`src/rtl/data_mem_if.sv`:
```
// data_mem_if: request/response bundle between the datapath and the data-memory responder
interface data_mem_if;
  logic        req;
  logic        we;
  logic [31:0] addr;
  logic [31:0] wdata;
  logic [31:0] rdata;
  logic        ack;
  logic        err;
  logic        busy;
  modport master (output req, we, addr, wdata, input rdata, ack, err, busy);
  modport slave  (input req, we, addr, wdata, output rdata, ack, err, busy);
endinterface

```
`src/rtl/data_mem_responder.sv`:
```
// data_mem_responder: word-addressed data memory answering req/ack loads and stores after LATENCY wait states
module data_mem_responder #(
  parameter int DEPTH_WORDS = 64,
  parameter int LATENCY     = 2
) (
  input  logic     clk,
  input  logic     rst,
  data_mem_if.slave bus
);
  localparam int AW = DEPTH_WORDS > 1 ? $clog2(DEPTH_WORDS) : 1;
  typedef enum logic [1:0] {IDLE, WAIT, RESP} state_t;
  state_t      state, state_nx;
  logic [3:0]  cnt;
  logic        c_we, e_we, valid, enter_resp, err;
  logic [31:0] c_addr, c_wdata, e_addr, e_wdata, rdata;
  logic [AW-1:0] idx;
  logic [31:0] mem [DEPTH_WORDS] = '{default: '0};
  always_comb begin
    state_nx = state == IDLE ? (bus.req ? (LATENCY == 0 ? RESP : WAIT) : IDLE)
             : state == WAIT ? (cnt == 4'd1 ? RESP : WAIT)
             : IDLE;
  end
  // with zero latency the request is evaluated on its own accept edge, before the holding registers load
  assign e_we       = state == IDLE ? bus.we    : c_we;
  assign e_addr     = state == IDLE ? bus.addr  : c_addr;
  assign e_wdata    = state == IDLE ? bus.wdata : c_wdata;
  assign idx        = e_addr[AW+1:2];
  assign valid      = e_addr[1:0] == 2'b00 && e_addr < 32'(4 * DEPTH_WORDS);
  assign enter_resp = state_nx == RESP;
  always_ff @(posedge clk or posedge rst) begin
    if (rst) begin
      state   <= IDLE;
      cnt     <= '0;
      err     <= 1'b0;
      rdata   <= '0;
      c_we    <= 1'b0;
      c_addr  <= '0;
      c_wdata <= '0;
    end else begin
      state <= state_nx;
      if (state == IDLE && bus.req) begin
        c_we    <= bus.we;
        c_addr  <= bus.addr;
        c_wdata <= bus.wdata;
        cnt     <= 4'(LATENCY);
      end else if (state == WAIT) cnt <= cnt - 4'd1;
      err <= enter_resp && !valid;
      if (enter_resp && (!valid || !e_we)) rdata <= valid ? mem[idx] : '0;
    end
  end
  always_ff @(posedge clk) begin
    if (!rst && enter_resp && valid && e_we) mem[idx] <= e_wdata;
  end
  assign bus.ack   = state == RESP;
  assign bus.busy  = state != IDLE;
  assign bus.err   = err;
  assign bus.rdata = rdata;
endmodule

```
`src/flat_wrapper.sv`:
```
// flat-port wrapper written by rule: the top's interface ports become plain ports
module data_mem_responder_flat 
#(
  parameter int DEPTH_WORDS = 64,
  parameter int LATENCY     = 2
)
  (clk, rst, bus_req, bus_we, bus_addr, bus_wdata, bus_rdata, bus_ack, bus_err, bus_busy);
  data_mem_if bus_i ();
  input  logic clk;
  input  logic rst;
  input wire logic [$bits(bus_i.req)-1:0] bus_req;
  input wire logic [$bits(bus_i.we)-1:0] bus_we;
  input wire logic [$bits(bus_i.addr)-1:0] bus_addr;
  input wire logic [$bits(bus_i.wdata)-1:0] bus_wdata;
  output wire logic [$bits(bus_i.rdata)-1:0] bus_rdata;
  output wire logic [$bits(bus_i.ack)-1:0] bus_ack;
  output wire logic [$bits(bus_i.err)-1:0] bus_err;
  output wire logic [$bits(bus_i.busy)-1:0] bus_busy;
  assign bus_i.req = bus_req;
  assign bus_i.we = bus_we;
  assign bus_i.addr = bus_addr;
  assign bus_i.wdata = bus_wdata;
  assign bus_rdata = bus_i.rdata;
  assign bus_ack = bus_i.ack;
  assign bus_err = bus_i.err;
  assign bus_busy = bus_i.busy;
  data_mem_responder #(.DEPTH_WORDS(DEPTH_WORDS), .LATENCY(LATENCY)) u_core (.clk(clk), .rst(rst), .bus(bus_i));
endmodule
```
`config.mk`:
```
export PLATFORM = sky130hd
export DESIGN_NAME = data_mem_responder_flat
export DESIGN_NICKNAME = d
export VERILOG_FILES = /design/src/rtl/data_mem_if.sv /design/src/rtl/data_mem_responder.sv /design/src/flat_wrapper.sv
export SDC_FILE = /design/constraint.sdc
export NUM_CORES = 2
export LEC_CHECK = 0
export BUFFER_PORTS_ARGS = -buffer_cell sky130_fd_sc_hd__buf_2
export CAP_MARGIN = 10
export CELL_PAD_IN_SITES_DETAIL_PLACEMENT = 0
export CELL_PAD_IN_SITES_GLOBAL_PLACEMENT = 1
export CORE_MARGIN = 4
export CORE_UTILIZATION = 35
export CTS_BUF_LIST = sky130_fd_sc_hd__clkbuf_8
export DETAILED_ROUTE_END_ITERATION = 10
export PLACE_DENSITY_LB_ADDON = 0.1
export REMOVE_ABC_BUFFERS = 1
export SETUP_SLACK_MARGIN = 0.5
export SYNTH_ARGS = -nofsm -noshare
export SYNTH_HDL_FRONTEND = slang
export SYNTH_SLANG_ARGS = --single-unit
```
`constraint.sdc`:
```
create_clock -name clk -period 6.82 [get_ports clk]
set_input_delay 0.341 -clock clk [delete_from_list [all_inputs] [get_ports clk]]
set_output_delay 0.341 -clock clk [all_outputs]
set_load 0.02 [all_outputs]
```
==> flow_metrics.py <==
metrics = {
    "sta": {
        "setup_viol": 0,
        "slew_violations": 0,
        "slew_headroom": 0.136,
        "finClkSkew_ns": 0.136,
        "period_share": 0.830,
        "hold_viol_final": 0,
        "tightest_slew_ns": 1.30,
        "period_needed_ns": 5.66,
        "fmax_ghz": 0.177,
        "rsz0062_at_grt": "no",
    },
    "critical_path": {
        "worstSetupEndpointType": "flip-flop",
        "cp_max_fo": 21,
        "cp-start-kind": "flip-flop",
        "crit_type": "flip-flop to flip-flop",
        "cp.required_ns": 7.52,
        "critPathArrivalTime_ns": 6.36,
    },
    "placement": {
        "io_buffer_count": 102,
        "post-place-cells": 8178,
        "gp_congestion": 0.851,
        "hpwl_mm": 198,
    },
    "finish": {
        "fin_nets": 5796,
        "layout-drive-gt1-share": 0.162,
        "area_delta_synth_final_pct": 18.6,
        "final_util": 0.417,
        "final_common_cell": "edfxtp_1",
        "final_cells": 9047,
        "layout_common_cells": "2048 x edfxtp_1, 673 x o22ai_1, 595 x nand2_1, 403 x clkbuf_8, 254 x a21oi_1",
    },
    "status": {
        "status": "finished clean",
    },
    "yosys": {
        "yosys-top-cells-area": "edfxtp_1 77%, o22ai_1 5.3%, dfrtp_1 3.3%",
        "netlist.area_leader.share": 0.769,
        "synth_cell_type_count": 74,
        "yosysTopAreaCell": "edfxtp_1",
        "synth_edf_count": 2048,
        "async_flop_share": 0.0483,
        "avgSynthCellArea_um2": 15.6,
        "synth_seq_cells": 2152,
        "yosysWarnings": 0,
        "ys_seq_area_frac": 0.802,
        "syn_inst": 5133,
        "syn_area_mm2": 0.0800,
        "synth-main-ff-cell": "edfxtp_1",
    },
    "clock_network": {
        "clock-sinks": 2152,
        "clk_pin_slew_ns": 0.06,
        "cts_root_buf": "clkbuf_8",
        "cts_buffers": 388,
        "cts_tree": "yes",
        "htree_levels": 5,
        "cts_max_path_buffers": 4,
        "clkLatencyLatePin_ns": 1.15,
        "postCtsSetupRepairBufs": 0,
    },
    "floorplan": {
        "die_w_um": 486,
        "initial_core_util": 0.352,
        "rows": 175,
        "ioPinCount": 103,
        "chipHeight_um": 486,
        "die-area_mm2": 0.236,
        "coreArea_mm2": 0.227,
    },
    "global_routing": {
        "antenna_found_initial": 28,
        "grt_pass1_wl_mm": 458,
        "grt_overflow": 0,
        "grt_pass1_vias": 52186,
        "grt_max_degree": 85,
        "track_usage": 0.282,
    },
    "run": {
        "cap_violations": 0,
    },
    "min_path": {
        "hold_class": "input port to flip-flop",
    },
    "detailed_routing": {
        "drt_first_pass_iters": 5,
        "antenna_left": 0,
        "drt-total-wl_mm": 340,
        "drtIter0Drc": 6288,
        "vias": 52675,
        "via_per_inst": 5.82,
        "wire_per_inst_um": 37.6,
        "drcViolationCount": 0,
    },
    "pwr": {
        "switchingPower_mw": 17.1,
        "seqPwrFrac": 0.405,
        "clkPwrFrac": 0.260,
        "internal_power_mw": 26.0,
        "p_leak_nw": 31.8,
        "power_frac_comb": 0.335,
        "ir_worst_vdd_mv": 0.510,
        "power_density_mw_per_mm2": 455,
        "swShare": 0.397,
    },
}
## worst max-delay path, stage by stage (launching register included)
cell	delay, ns
dfrtp_1	0.55
nor2_4	0.52
buf_4	0.35
a41oi_1	0.12
a221oi_2	0.35
nand2b_1	0.18
nor3b_2	0.87
nand2_1	0.89
nor2_4	0.74
buf_4	0.55
## final cells by class
class                           instances  area (um^2)
Multi-Input combinational cell       2663        15400
Clock inverter                        284         1390
Clock buffer                          403         5550
Sequential cell                      2152        64100
Tap cell                             3009         3760
Fill cell                           20954       132000
Inverter                                8         35.0
Antenna cell                           15         37.5
Timing Repair Buffer                  513         4610
## per-stage QoR
stage	hold WS (ns)	instance area, um^2	total power [mW]	TNS, ns	setup WS, ns
after floorplan	0.445	78500	23.7	-72.45	-2.40
after global routing	0.0806	94800	44.5	0	0.995
after CTS	0.00371	94800	43.3	0	1.12
final	0.0972	94800	43.1	0	1.16
after detailed placement	0.462	86200	31.9	0	1.20
after global placement	0.457	86200	31.9	0	1.34
## flip-flops by register name (all words and copies together) (netlist names)
name and flops:
u_core.bus.rdata 32, u_core.c_wdata 32, u_core.bus.err 1, u_core.mem 2048, u_core.state 2, u_core.cnt 4
u_core.c_addr 32, u_core.c_we 1
## worst paths after layout
| check | start | endpoint | slack [ns] | cells after the start |
|---|---|---|---|---|
| min in group asynchronous | rst | u_core.cnt[1] | 0.46 | 4 |
| min | bus_addr[4] | u_core.c_addr[4] | 0.1 | 4 |
| max reg2reg | u_core.state[0] | u_core.mem[43][15] | 1.16 | 9 |
| min reg2reg | u_core.c_wdata[9] | u_core.c_wdata[9] | 0.47 | 2 |
| max in group asynchronous | rst | u_core.bus.rdata[0] | 4.69 | 5 |
| max | u_core.state[0] | u_core.mem[43][15] | 1.16 | 9 |
## cells by family (layout without fill, tap and decap cells)
family	count (synthesis)	in the layout	synth area share
flops	2152	2152	0.802
simple gates	1410	1410	0.0787
compound gates	1218	1218	0.0970
buf+inv	318	1208	0.0180
mux	33	33	0.00423
fa+ha+maj	2	2	0.000313
other cells	0	15	0
## synth_stat cells, drive strengths merged (4+ instances only)
library cell	count
nor3b	5
a22oi	12
nor4b	4
nor3	130
o211ai	4
a211oi	4
inv	8
dfrtp	104
nor2	305
o221ai	31
buf	196
o22a	7
nor4	144
mux2i	30
and2	5
a22o	22
o41ai	25
o21ai	48
nor2b	7
a21boi	9
edfxtp	2048
nand2b	9
o22ai	673
nand2	646
nand4	9
o2111ai	7
and3	58
nand3	61
or4	15
clkbuf	114
a32o	22
o31ai	25
a311o	4
a31oi	44
or3	5
a21oi	254
## layer usage
metal,up-vias,part of all wire,track usage
li1,21678,-,-
met1,27842,0.42,0.380
met2,2535,0.47,0.456
met3,612,0.070,0.0495
met4,8,0.041,0.109
met5,-,0.00014,0
## repair_timing
item,in CTS,in global routing
hold endpoints to repair,189,0
gates resized for setup,0,0
hold buffers,166,0
## power by group through the flow
stage / Clock, mW / Sequential (mW) / Combinational [mW]
global placement: 0 / 17.7 / 14.2
floorplan: 0 / 17.7 / 5.93
global route: 12.1 / 17.5 / 14.9
detailed placement: 0 / 17.7 / 14.2
CTS: 11.4 / 17.5 / 14.4
finish: 11.2 / 17.5 / 14.5
No activity file was read; power rests on OpenSTA's default activity.
